**config.mk**
```make
export PLATFORM = sky130hd
export DESIGN_NAME = lsu_ctrl_flat
export DESIGN_NICKNAME = d
export VERILOG_FILES = /design/src/rtl/lsu_pkg.sv /design/src/rtl/lsu_ctrl_if.sv /design/src/rtl/lsu_lane.sv /design/src/rtl/lsu_ctrl.sv /design/src/flat_wrapper.sv
export SDC_FILE = /design/constraint.sdc
export NUM_CORES = 1
export LEC_CHECK = 0
export ABC_AREA = 1
export CAP_MARGIN = 10
export CORE_MARGIN = 2
export CORE_UTILIZATION = 35
export CTS_CLUSTER_DIAMETER = 80
export DETAILED_ROUTE_END_ITERATION = 7
export DONT_BUFFER_PORTS = 1
export GPL_TIMING_DRIVEN = 0
export PLACE_DENSITY = 0.6
export SLEW_MARGIN = 40
export SYNTH_ARGS = -nofsm -noshare
export SYNTH_HDL_FRONTEND = slang
export SYNTH_SLANG_ARGS = --single-unit
```
**constraint.sdc**
```tcl
create_clock -name clk -period 1.4 [get_ports clk]
set_input_delay 0.07 -clock clk [delete_from_list [all_inputs] [get_ports clk]]
set_output_delay 0.07 -clock clk [all_outputs]
set_load 0.02 [all_outputs]
```
**src/rtl/lsu_pkg.sv**
```systemverilog
// Shared encodings, FSM state type and alignment check for the load/store unit.
package lsu_pkg;

    localparam logic [1:0] SZ_BYTE = 2'b00;
    localparam logic [1:0] SZ_HALF = 2'b01;
    localparam logic [1:0] SZ_WORD = 2'b10;

    typedef enum logic [1:0] {
        ST_IDLE = 2'd0,
        ST_REQ  = 2'd1,
        ST_RESP = 2'd2
    } state_e;

    function automatic logic misaligned(input logic [1:0] size, input logic [1:0] a);
        case (size)
            SZ_BYTE: misaligned = 1'b0;
            SZ_HALF: misaligned = a[0];
            SZ_WORD: misaligned = |a;
            default: misaligned = 1'b1;
        endcase
    endfunction

endpackage

```
**src/rtl/lsu_ctrl_if.sv**
```systemverilog
// Pipeline request/response and memory req/ack signals of the load/store unit.
interface lsu_ctrl_if;
    logic        req_valid;
    logic        req_ready;
    logic        req_we;
    logic [1:0]  req_size;
    logic        req_sign;
    logic [31:0] req_addr;
    logic [31:0] req_wdata;
    logic [31:0] req_pc;
    logic        resp_valid;
    logic [31:0] resp_rdata;
    logic        resp_err;
    logic        mem_req;
    logic        mem_we;
    logic [3:0]  mem_be;
    logic [31:0] mem_addr;
    logic [31:0] mem_wdata;
    logic [31:0] mem_pc;
    logic        mem_ack;
    logic [31:0] mem_rdata;

    modport slave (
        input  req_valid, req_we, req_size, req_sign, req_addr, req_wdata, req_pc,
        input  mem_ack, mem_rdata,
        output req_ready, resp_valid, resp_rdata, resp_err,
        output mem_req, mem_we, mem_be, mem_addr, mem_wdata, mem_pc
    );

    modport master (
        output req_valid, req_we, req_size, req_sign, req_addr, req_wdata, req_pc,
        output mem_ack, mem_rdata,
        input  req_ready, resp_valid, resp_rdata, resp_err,
        input  mem_req, mem_we, mem_be, mem_addr, mem_wdata, mem_pc
    );
endinterface

```
**src/rtl/lsu_lane.sv**
```systemverilog
// Byte-lane steering: store byte enables / replication and load extraction / extension.
module lsu_lane
    import lsu_pkg::*;
(
    input  logic [1:0]  i_addr,
    input  logic [1:0]  i_size,
    input  logic        i_sign,
    input  logic [31:0] i_wdata,
    input  logic [31:0] i_rdata,
    output logic [3:0]  o_be,
    output logic [31:0] o_wdata,
    output logic [31:0] o_ld
);
    logic [7:0]  w_byte;
    logic [15:0] w_half;

    assign w_byte = i_rdata[8*i_addr +: 8];
    assign w_half = i_addr[1] ? i_rdata[31:16] : i_rdata[15:0];

    always_comb begin
        o_be    = 4'b0000;
        o_wdata = i_wdata;
        o_ld    = 32'd0;
        case (i_size)
            SZ_BYTE: begin
                o_be    = 4'b0001 << i_addr;
                o_wdata = {4{i_wdata[7:0]}};
                o_ld    = {{24{i_sign & w_byte[7]}}, w_byte};
            end
            SZ_HALF: begin
                o_be    = i_addr[1] ? 4'b1100 : 4'b0011;
                o_wdata = {2{i_wdata[15:0]}};
                o_ld    = {{16{i_sign & w_half[15]}}, w_half};
            end
            SZ_WORD: begin
                o_be    = 4'b1111;
                o_ld    = i_rdata;
            end
            default: ;
        endcase
    end
endmodule

```
**src/rtl/lsu_ctrl.sv**
```systemverilog
// Load/store initiator: one access at a time, alignment check, req/ack memory port.
// Optional ack timeout is compiled in with `define LSU_TIMEOUT_EN.
module lsu_ctrl
    import lsu_pkg::*;
#(
    parameter int TIMEOUT = 255
) (
    input  logic       clk,
    input  logic       rst,
    lsu_ctrl_if.slave  bus
);
    state_e      r_state, w_next;
    logic        r_we, r_sign, r_err;
    logic [1:0]  r_size;
    logic [31:0] r_addr, r_wdata, r_pc, r_rdata;
    logic        w_accept, w_bad, w_in_req, w_in_resp, w_expire;
    logic [3:0]  w_be;
    logic [31:0] w_wdata, w_ld;

    assign w_accept  = bus.req_valid & (r_state == ST_IDLE);
    assign w_bad     = misaligned(bus.req_size, bus.req_addr[1:0]);
    assign w_in_req  = (r_state == ST_REQ);
    assign w_in_resp = (r_state == ST_RESP);

`ifdef LSU_TIMEOUT_EN
    localparam int CW = $clog2(TIMEOUT + 1);
    localparam logic [CW-1:0] LIM = CW'(TIMEOUT - 1);
    logic [CW-1:0] r_cnt;

    // Expiry is taken on the edge the counter would reach TIMEOUT; a same-cycle ack wins.
    assign w_expire = w_in_req & ~bus.mem_ack & (r_cnt == LIM);

    always_ff @(posedge clk or negedge rst) begin
        if (!rst)                        r_cnt <= '0;
        else if (!w_in_req)              r_cnt <= '0;
        else if (!bus.mem_ack)           r_cnt <= r_cnt + 1'b1;
    end
`else
    logic w_unused_timeout;
    assign w_unused_timeout = (TIMEOUT != 0);
    assign w_expire = 1'b0;
`endif

    lsu_lane u_lane (
        .i_addr  (r_addr[1:0]),
        .i_size  (r_size),
        .i_sign  (r_sign),
        .i_wdata (r_wdata),
        .i_rdata (bus.mem_rdata),
        .o_be    (w_be),
        .o_wdata (w_wdata),
        .o_ld    (w_ld)
    );

    always_ff @(posedge clk or negedge rst) begin
        if (!rst) r_state <= ST_IDLE;
        else      r_state <= w_next;
    end

    always_comb begin
        w_next = r_state;
        case (r_state)
            ST_IDLE: if (w_accept) w_next = w_bad ? ST_RESP : ST_REQ;
            ST_REQ:  if (bus.mem_ack || w_expire) w_next = ST_RESP;
            ST_RESP: w_next = ST_IDLE;
            default: w_next = ST_IDLE;
        endcase
    end

    always_ff @(posedge clk or negedge rst) begin
        if (!rst) begin
            r_we    <= 1'b0;
            r_sign  <= 1'b0;
            r_size  <= 2'b00;
            r_addr  <= 32'd0;
            r_wdata <= 32'd0;
            r_pc    <= 32'd0;
            r_rdata <= 32'd0;
            r_err   <= 1'b0;
        end else if (w_accept) begin
            r_we    <= bus.req_we;
            r_sign  <= bus.req_sign;
            r_size  <= bus.req_size;
            r_addr  <= bus.req_addr;
            r_wdata <= bus.req_wdata;
            r_pc    <= bus.req_pc;
            r_rdata <= 32'd0;
            r_err   <= w_bad;
        end else if (w_in_req && bus.mem_ack) begin
            r_rdata <= r_we ? 32'd0 : w_ld;
            r_err   <= 1'b0;
        end else if (w_expire) begin
            r_rdata <= 32'd0;
            r_err   <= 1'b1;
        end
    end

    assign bus.req_ready  = (r_state == ST_IDLE);
    assign bus.resp_valid = w_in_resp;
    assign bus.resp_rdata = w_in_resp ? r_rdata : 32'd0;
    assign bus.resp_err   = w_in_resp & r_err;

    assign bus.mem_req    = w_in_req;
    assign bus.mem_we     = w_in_req & r_we;
    assign bus.mem_be     = w_in_req ? w_be : 4'b0000;
    assign bus.mem_addr   = w_in_req ? {r_addr[31:2], 2'b00} : 32'd0;
    assign bus.mem_wdata  = w_in_req ? w_wdata : 32'd0;
    assign bus.mem_pc     = w_in_req ? r_pc : 32'd0;
endmodule

```
**src/flat_wrapper.sv**
```systemverilog
// flat-port wrapper written by rule: the top's interface ports become plain ports
module lsu_ctrl_flat import lsu_pkg::*;
#(
    parameter int TIMEOUT = 255
)
  (clk, rst, bus_req_valid, bus_req_we, bus_req_size, bus_req_sign, bus_req_addr, bus_req_wdata, bus_req_pc, bus_mem_ack, bus_mem_rdata, bus_req_ready, bus_resp_valid, bus_resp_rdata, bus_resp_err, bus_mem_req, bus_mem_we, bus_mem_be, bus_mem_addr, bus_mem_wdata, bus_mem_pc);
  lsu_ctrl_if bus_i ();
  input  logic clk;
  input  logic rst;
  input wire logic [$bits(bus_i.req_valid)-1:0] bus_req_valid;
  input wire logic [$bits(bus_i.req_we)-1:0] bus_req_we;
  input wire logic [$bits(bus_i.req_size)-1:0] bus_req_size;
  input wire logic [$bits(bus_i.req_sign)-1:0] bus_req_sign;
  input wire logic [$bits(bus_i.req_addr)-1:0] bus_req_addr;
  input wire logic [$bits(bus_i.req_wdata)-1:0] bus_req_wdata;
  input wire logic [$bits(bus_i.req_pc)-1:0] bus_req_pc;
  input wire logic [$bits(bus_i.mem_ack)-1:0] bus_mem_ack;
  input wire logic [$bits(bus_i.mem_rdata)-1:0] bus_mem_rdata;
  output wire logic [$bits(bus_i.req_ready)-1:0] bus_req_ready;
  output wire logic [$bits(bus_i.resp_valid)-1:0] bus_resp_valid;
  output wire logic [$bits(bus_i.resp_rdata)-1:0] bus_resp_rdata;
  output wire logic [$bits(bus_i.resp_err)-1:0] bus_resp_err;
  output wire logic [$bits(bus_i.mem_req)-1:0] bus_mem_req;
  output wire logic [$bits(bus_i.mem_we)-1:0] bus_mem_we;
  output wire logic [$bits(bus_i.mem_be)-1:0] bus_mem_be;
  output wire logic [$bits(bus_i.mem_addr)-1:0] bus_mem_addr;
  output wire logic [$bits(bus_i.mem_wdata)-1:0] bus_mem_wdata;
  output wire logic [$bits(bus_i.mem_pc)-1:0] bus_mem_pc;
  assign bus_i.req_valid = bus_req_valid;
  assign bus_i.req_we = bus_req_we;
  assign bus_i.req_size = bus_req_size;
  assign bus_i.req_sign = bus_req_sign;
  assign bus_i.req_addr = bus_req_addr;
  assign bus_i.req_wdata = bus_req_wdata;
  assign bus_i.req_pc = bus_req_pc;
  assign bus_i.mem_ack = bus_mem_ack;
  assign bus_i.mem_rdata = bus_mem_rdata;
  assign bus_req_ready = bus_i.req_ready;
  assign bus_resp_valid = bus_i.resp_valid;
  assign bus_resp_rdata = bus_i.resp_rdata;
  assign bus_resp_err = bus_i.resp_err;
  assign bus_mem_req = bus_i.mem_req;
  assign bus_mem_we = bus_i.mem_we;
  assign bus_mem_be = bus_i.mem_be;
  assign bus_mem_addr = bus_i.mem_addr;
  assign bus_mem_wdata = bus_i.mem_wdata;
  assign bus_mem_pc = bus_i.mem_pc;
  lsu_ctrl #(.TIMEOUT(TIMEOUT)) u_core (.clk(clk), .rst(rst), .bus(bus_i));
endmodule
```
==> metrics.csv, run 1 <==
metric;value;unit
clockBufferDepth;2;
final_max_slew_viol_count;0;
pwr-share-comb;0.513;
p_per_area;1573;nW/um2
synthToLayoutAreaGrowth;91.92;%
power_switching;9618;uW
status;finished with violations;
clock_latency;430;ps
switching_share;0.4425;
cts_buffers;17;
synth_top_flop_cell;dfrtp_1;
crit_start;u_core.r_size[1];
drtAntennaViolNets;0;
max_freq;0.5365;GHz
vdd_drop_max;978.2;uV
grt_max_degree;136;
num_rows;52;
violations;hold timing, setup timing;
synthCells;1047;
fill_cells;1363;
grt_overflow;0;
synthTopCellsByArea;dfrtp_1 47%, nand2_1 21%, inv_1 7.2%;
fin_crit;1864;ps
worst_hold_slack;-664.1;ps
finalWirelength;34.58;mm
synthArstFlopShare;1.000;
dieArea;21730;um2
synth-seq-area-share;0.4692;
coreArea;20230;um2
cts_tree;done;
maxSlewHeadroom;0.6354;
rsz0062_at_grt;true;
tns;-76440;ps
sequential_cell_area;3382;um2
ys_warn_count;0;
worst_setup_path_end_kind;output pin;
io_buffer_count;0;
cp-start-kind;flip-flop;
cp.arrival;1790;ps
routedWlPerCell;21.85;um
vias_per_cell;5.288;
post_dp_cell_area;7596;um2
dr.pass1.iters;5;
root_buffer;clkbuf_16;
gp_congestion;0.8864;
power.leakage;0.006505;uW
worstSetupPathType;flip-flop to output pin;
synth_common_cells;411 x nand2_1, 138 x inv_1, 135 x dfrtp_1;
maxCapViolCount;0;
htree_levels;4;
worstPathRequired;1330;ps
drive_above_1_share;0.4523;
nets;1434;
hold_viol_final;135;
synth_area;7199;um2
antenna_found_initial;1;
multi_input_area;5170;um2
hp-class;input pin to asynchronous set/reset pin;
fin_util;0.6828;
r2r-start;u_core.r_state[0];
pwr-share-clk;0.227;
clock_sinks;135;
instances_no_fill;1583;
skew;11.63;ps
fp.dieH;147.4;um
synthMostInstantiatedCell;nand2_1;
synth_edf_count;0;
worst_pin_slew;542.3;ps
clk_pin_slew;70;ps
drc;0;
setup_ws;-463.9;ps
drt-initial-drc-count;590;
hpwlAfterDp;16.88;mm
finalInstanceArea;13820;um2
cts_hold_buf;134;
final-setup-viol-count;269;
critPathMaxFanout;10;
p_int;12120;uW
synth.top_cell.area_share;0.4692;
dp.cells;1318;
synth_cell_types;28;
track_usage;0.2716;
syn_area_per_cell;6.876;um2
synth_seq_cells;135;
grt_first_pass_wirelength;45.61;mm
post-place-ws;-654.5;ps
synth_area_leader_cell;dfrtp_1;
dr_total_vias;8371;
initial_core_util;0.3558;
seq_power_share;0.259;
fin_crit_sh;1.331;
die_w;147.4;um
io_pins;273;
grt_pass1_vias;8088;
## final timing paths
path	endpoint	slack, ps	cells past startpoint
max	bus_mem_wdata[30]	-460	5
min	u_core.r_rdata[16]	-660	0
max reg2reg	u_core.r_rdata[8]	-410	11
min reg2reg	u_core.r_rdata[4]	480	2
max in group asynchronous	u_core.r_state[1]	1720	0
min in group clk	u_core.r_rdata[2]	50	6
## flip-flops by register name, indices dropped and copies added, names as in the netlist
register        count
u_core.r_sign       1
u_core.r_err        1
u_core.r_we         1
u_core.r_addr      32
u_core.r_rdata     32
u_core.r_wdata     32
u_core.r_size       2
u_core.r_pc        32
u_core.r_state      2
## worst max-delay path, cell delays in order (launching register included)
cell	delay (ps)
dfrtp_2	460
inv_4	120
buf_12	130
buf_4	260
o22ai_1	130
nor2_2	260
## power by group through the flow
stage	sequential [uW]	clock, uW	combinational [uW]
4_1_cts	5390	4930	8680
3_3_place_gp	5370	0	5000
6_report	5630	4940	11200
3_5_place_dp	5400	0	5050
2_1_floorplan	5270	0	3920
5_1_grt	5680	5100	11700
## cells in the final DEF (no fill, tap or decap), types with 8 or more instances in the layout
master         instances
buf_8                 25
inv_8                  8
buf_4                 32
buf_12                35
inv_1                132
a21oi_1               15
nand2_4               65
o21ai_2               61
clkbuf_16             34
buf_6                 29
dlygate4sd3_1        134
nand2_2              102
nor2_4               116
o21ai_1               18
o21ai_4               10
nand2_1              241
o21ai_0               18
dfrtp_1              132
nor2_1                 9
## layout make-up
cell class	instances	area share
clock inverters	15	0.01467
clock buffers	17	0.03079
repair buffers	232	0.2066
inverters	145	0.04247
repair inverters	2	0.001358
plain buffers	57	0.06031
flip-flops and latches	135	0.2448
diodes	2	0.0003622
multi-input cells	708	0.3742
well taps	270	0.02445
## layer usage
layer	vias up	part of all wire	global-route usage
li1	3682	-	-
met4	0	0.054	0.1048
met2	556	0.50	0.4720
met5	-	0	0
met1	3977	0.36	0.3286
met3	156	0.088	0.06204
## through the flow
stage	hold slack, ps	total power (uW)
after floorplan	-225.6	9189
after global placement	-222.6	10380
after detailed placement	-222.5	10450
after CTS	-679.8	19000
after global routing	-679.2	22520
final	-664.1	21740
## cells by family (layout without fill, tap and decap cells)
family	Yosys count	in the layout	synth area share
buffers and inverters	206	468	0.1230
AO/OA/AOI/OAI	153	153	0.1117
AND/OR/NAND/NOR	552	553	0.2954
flip-flops	135	135	0.4692
other	1	4	0.0005209
## what timing repair did
| item | 4_1_cts | 5_1_grt |
|---|---|---|
| pin swaps | 31 | 82 |
| endpoints found under the hold margin | 270 | 135 |
| setup buffers | 35 | 38 |
| gates cloned | 26 | 12 |
| gates resized for setup | 489 | 394 |
| endpoints found under the setup margin | 267 | 268 |
Power figures use the tool's default switching activity.
==> run 2, diff against run 1 <==
--- a/config.mk
+++ b/config.mk
@@ -5,7 +5,8 @@
 export SDC_FILE = /design/constraint.sdc
 export NUM_CORES = 1
 export LEC_CHECK = 0
-export ABC_AREA = 1
+export ABC_AREA = 0
+export ABC_CLOCK_PERIOD_IN_PS = 1400
 export CAP_MARGIN = 10
 export CORE_MARGIN = 2
 export CORE_UTILIZATION = 35
==> run 2 against run 1 <==
  * Worst hold slack gained 14 ps
  * Critical endpoint is now u_core.r_addr[26]
  * Highest routed layer unchanged
  * Sequential cell count unchanged
  * Routed wire length shrank 26%
  * The flow still finishes with violations (hold timing, setup timing)
  * Critical path depth rose by 2
  * Design area is 14% lower
  * Worst setup slack improved by 67 ps
  * Core utilization shrank 5.0 points
  * Final cell count decreased by 33%
==> metrics.csv, run 2 <==
metric;value;unit
status;finished with violations;
violations;hold timing, setup timing;
fill_cells;1335;
worst_setup_path_end_kind;flip-flop;
dr_total_vias;5803;
worstPathRequired;1690;ps
finalWirelength;25.56;mm
synth.top_cell.area_share;0.5056;
rsz0062_at_grt;true;
hp-class;input pin to asynchronous set/reset pin;
synth_area;6681;um2
hpwlAfterDp;14.55;mm
setup_ws;-396.9;ps
endpoint;u_core.r_addr[26];
crit_start;u_core.r_state[1];
grt_first_pass_wirelength;37.56;mm
cts_tree;done;
vias_per_cell;5.454;
root_buffer;clkbuf_16;
clock_sinks;135;
num_rows;50;
gp_congestion;0.8497;
final_max_slew_viol_count;0;
reg2reg_slack;-400;ps
synth_edf_count;0;
critPathMaxFanout;6;
synth_area_leader_cell;dfrtp_1;
synthMostInstantiatedCell;dfrtp_1;
routedWlPerCell;24.03;um
p_per_area;1617;nW/um2
clockBufferDepth;2;
synth-xor-area-share;0;
r2r_end;u_core.r_addr[26];
antenna_found_initial;1;
ys_warn_count;0;
die_w;142.2;um
skew;9.256;ps
synth_common_cells;135 x dfrtp_1, 105 x and2_1, 98 x mux2_2;
cts_buffers;17;
timing.critical_path.max_delay_family;buffers and inverters;
r2r-start;u_core.r_state[1];
io_buffer_count;0;
fin_crit_sh;1.284;
power.leakage;0.005190;uW
synthCells;588;
fin_crit;1797;ps
final_common_cell;dlygate4sd3_1;
cp_slowest_cell;dfrtp_1;
vdd_drop_max;821.8;uV
worstSetupPathType;flip-flop to flip-flop;
coreArea;18710;um2
synth_top_flop_cell;dfrtp_1;
final_cell_mix;134 x dlygate4sd3_1, 133 x dfrtp_1, 105 x and2_4, 95 x mux2_4, 34 x clkbuf_16;
cpPeakStageDelay;410;ps
grt_max_degree;136;
max_freq;0.5565;GHz
synthToLayoutAreaGrowth;77.17;%
cp-start-kind;flip-flop;
fin_util;0.6328;
synth-seq-area-share;0.5056;
dieArea;20210;um2
synth_seq_cells;135;
crit_cells;7;
cp_num_buf_inv;4;
drtAntennaViolNets;0;
initial_core_util;0.3572;
drc;0;
report.power.total;19140;uW
cp.arrival;2090;ps
synthTopCellsByArea;dfrtp_1 51%, mux2_2 17%, and2_1 9.8%;
path_common_cell;buf_12;
nets;952;
final-setup-viol-count;264;
worst_hold_slack;-649.7;ps
r2r_cells;7;
grt_overflow;0;
cts_hold_buf;134;
track_usage;0.2443;
syn_area_per_cell;11.36;um2
clk_pin_slew;70;ps
drt-initial-drc-count;296;
hold_viol_final;135;
dr.pass1.iters;4;
path_cells;buf_6, nor2_4, and2_4, clkbuf_16, buf_12, buf_12, mux2_4;
synth_top_family_by_area;multiplexers;
synthArstFlopShare;1.000;
io_pins;273;
synth_compound_area_frac;0.1058;
synthAdderAreaFrac;0;
yosys.area_share.simple;0.1476;
grt_pass1_vias;6409;
clock_latency;410;ps
synth_cell_types;38;
htree_levels;4;
maxCapViolCount;0;
synthMuxAreaShare;0.2075;
drive_above_1_share;0.5633;
fp.dieH;142.2;um
## run 2: cell count changes in the layout (fill, tap and decap cells not counted), moves of 11 or more
cell     previous run  this run
mux2i_1             0        14
a22oi_2             2        13
o21ai_2            61         1
inv_1             132         1
nand2_4            65         8
nor2_4            116        22
nand2_2           102         0
and2_4              0       105
nand2_1           241        13
buf_12             35        23
o21ai_0            18         2
mux2_4              0        95
## run 2: through the flow
step                      instances  area, um2  TNS (ps)  hold WS (ps)  setup WS, ps
after global routing           1063      11840    -99380        -676.7        -460.3
after global placement          823       7634    -75070        -221.2        -617.4
after floorplan                 589       7341    -21670        -225.6        -308.9
final                          1064      11840    -82830        -649.7        -396.9
after CTS                      1053      11410    -88990        -668.5        -397.8
after detailed placement        823       7634    -81140        -219.6        -657.8
## run 2: how the worst min path moves through the flow
stage	end	slack (ps)	depth (start not counted)
after floorplan	u_core.r_addr[0]	-230	0
after global placement	u_core.r_wdata[28]	-220	0
after detailed placement	u_core.r_wdata[22]	-220	0
after CTS	u_core.r_wdata[22]	-670	0
after global routing	u_core.r_wdata[22]	-680	0
final	u_core.r_wdata[14]	-650	0
## run 2: kinds of logic (layout without fill, tap and decap cells)
| logic type | Yosys count | after routing |
|---|---|---|
| multiplexers | 125 | 125 |
| buffers and inverters | 49 | 289 |
| other | 1 | 3 |
| AO/OA/AOI/OAI | 97 | 97 |
| AND/OR/NAND/NOR | 181 | 181 |
| flip-flops | 135 | 135 |
## run 2: repair_timing
item / CTS / global route
pin swaps: 44 / 39
endpoints found under the setup margin: 265 / 266
buffers inserted: 47 / 14
gates resized for setup: 397 / 101
cloned: 19 / 8
endpoints found under the hold margin: 270 / 135
## run 2: area by class of cell
cell class              instances  area (um2)  area share
multi-input cells             405        4393      0.3711
flip-flops and latches        135        3381      0.2856
repair buffers                213        2379      0.2009
plain buffers                  39       713.2     0.06025
clock buffers                  19       442.9     0.03742
well taps                     234       292.8     0.02473
clock inverters                13       146.4     0.01237
repair inverters                2       46.29    0.003911
inverters                       3       41.29    0.003488
diodes                          1       2.502   0.0002114
## run 2: report_power, final
part           internal [uW]  leakage, uW  switching [uW]
clock network           2690     0.000273            1840
registers               4960      0.00165             999
logic                   4730      0.00327            3930
total                  12400      0.00519            6770
## run 2: per-layer routing
metal | global-route usage | up-vias | wire, um
met5 | 0 | - | 0
met4 | 0.07105 | 0 | 559
met3 | 0.07301 | 47 | 1938
met2 | 0.4221 | 281 | 12860
met1 | 0.2954 | 2946 | 10200
li1 | - | 2529 | -
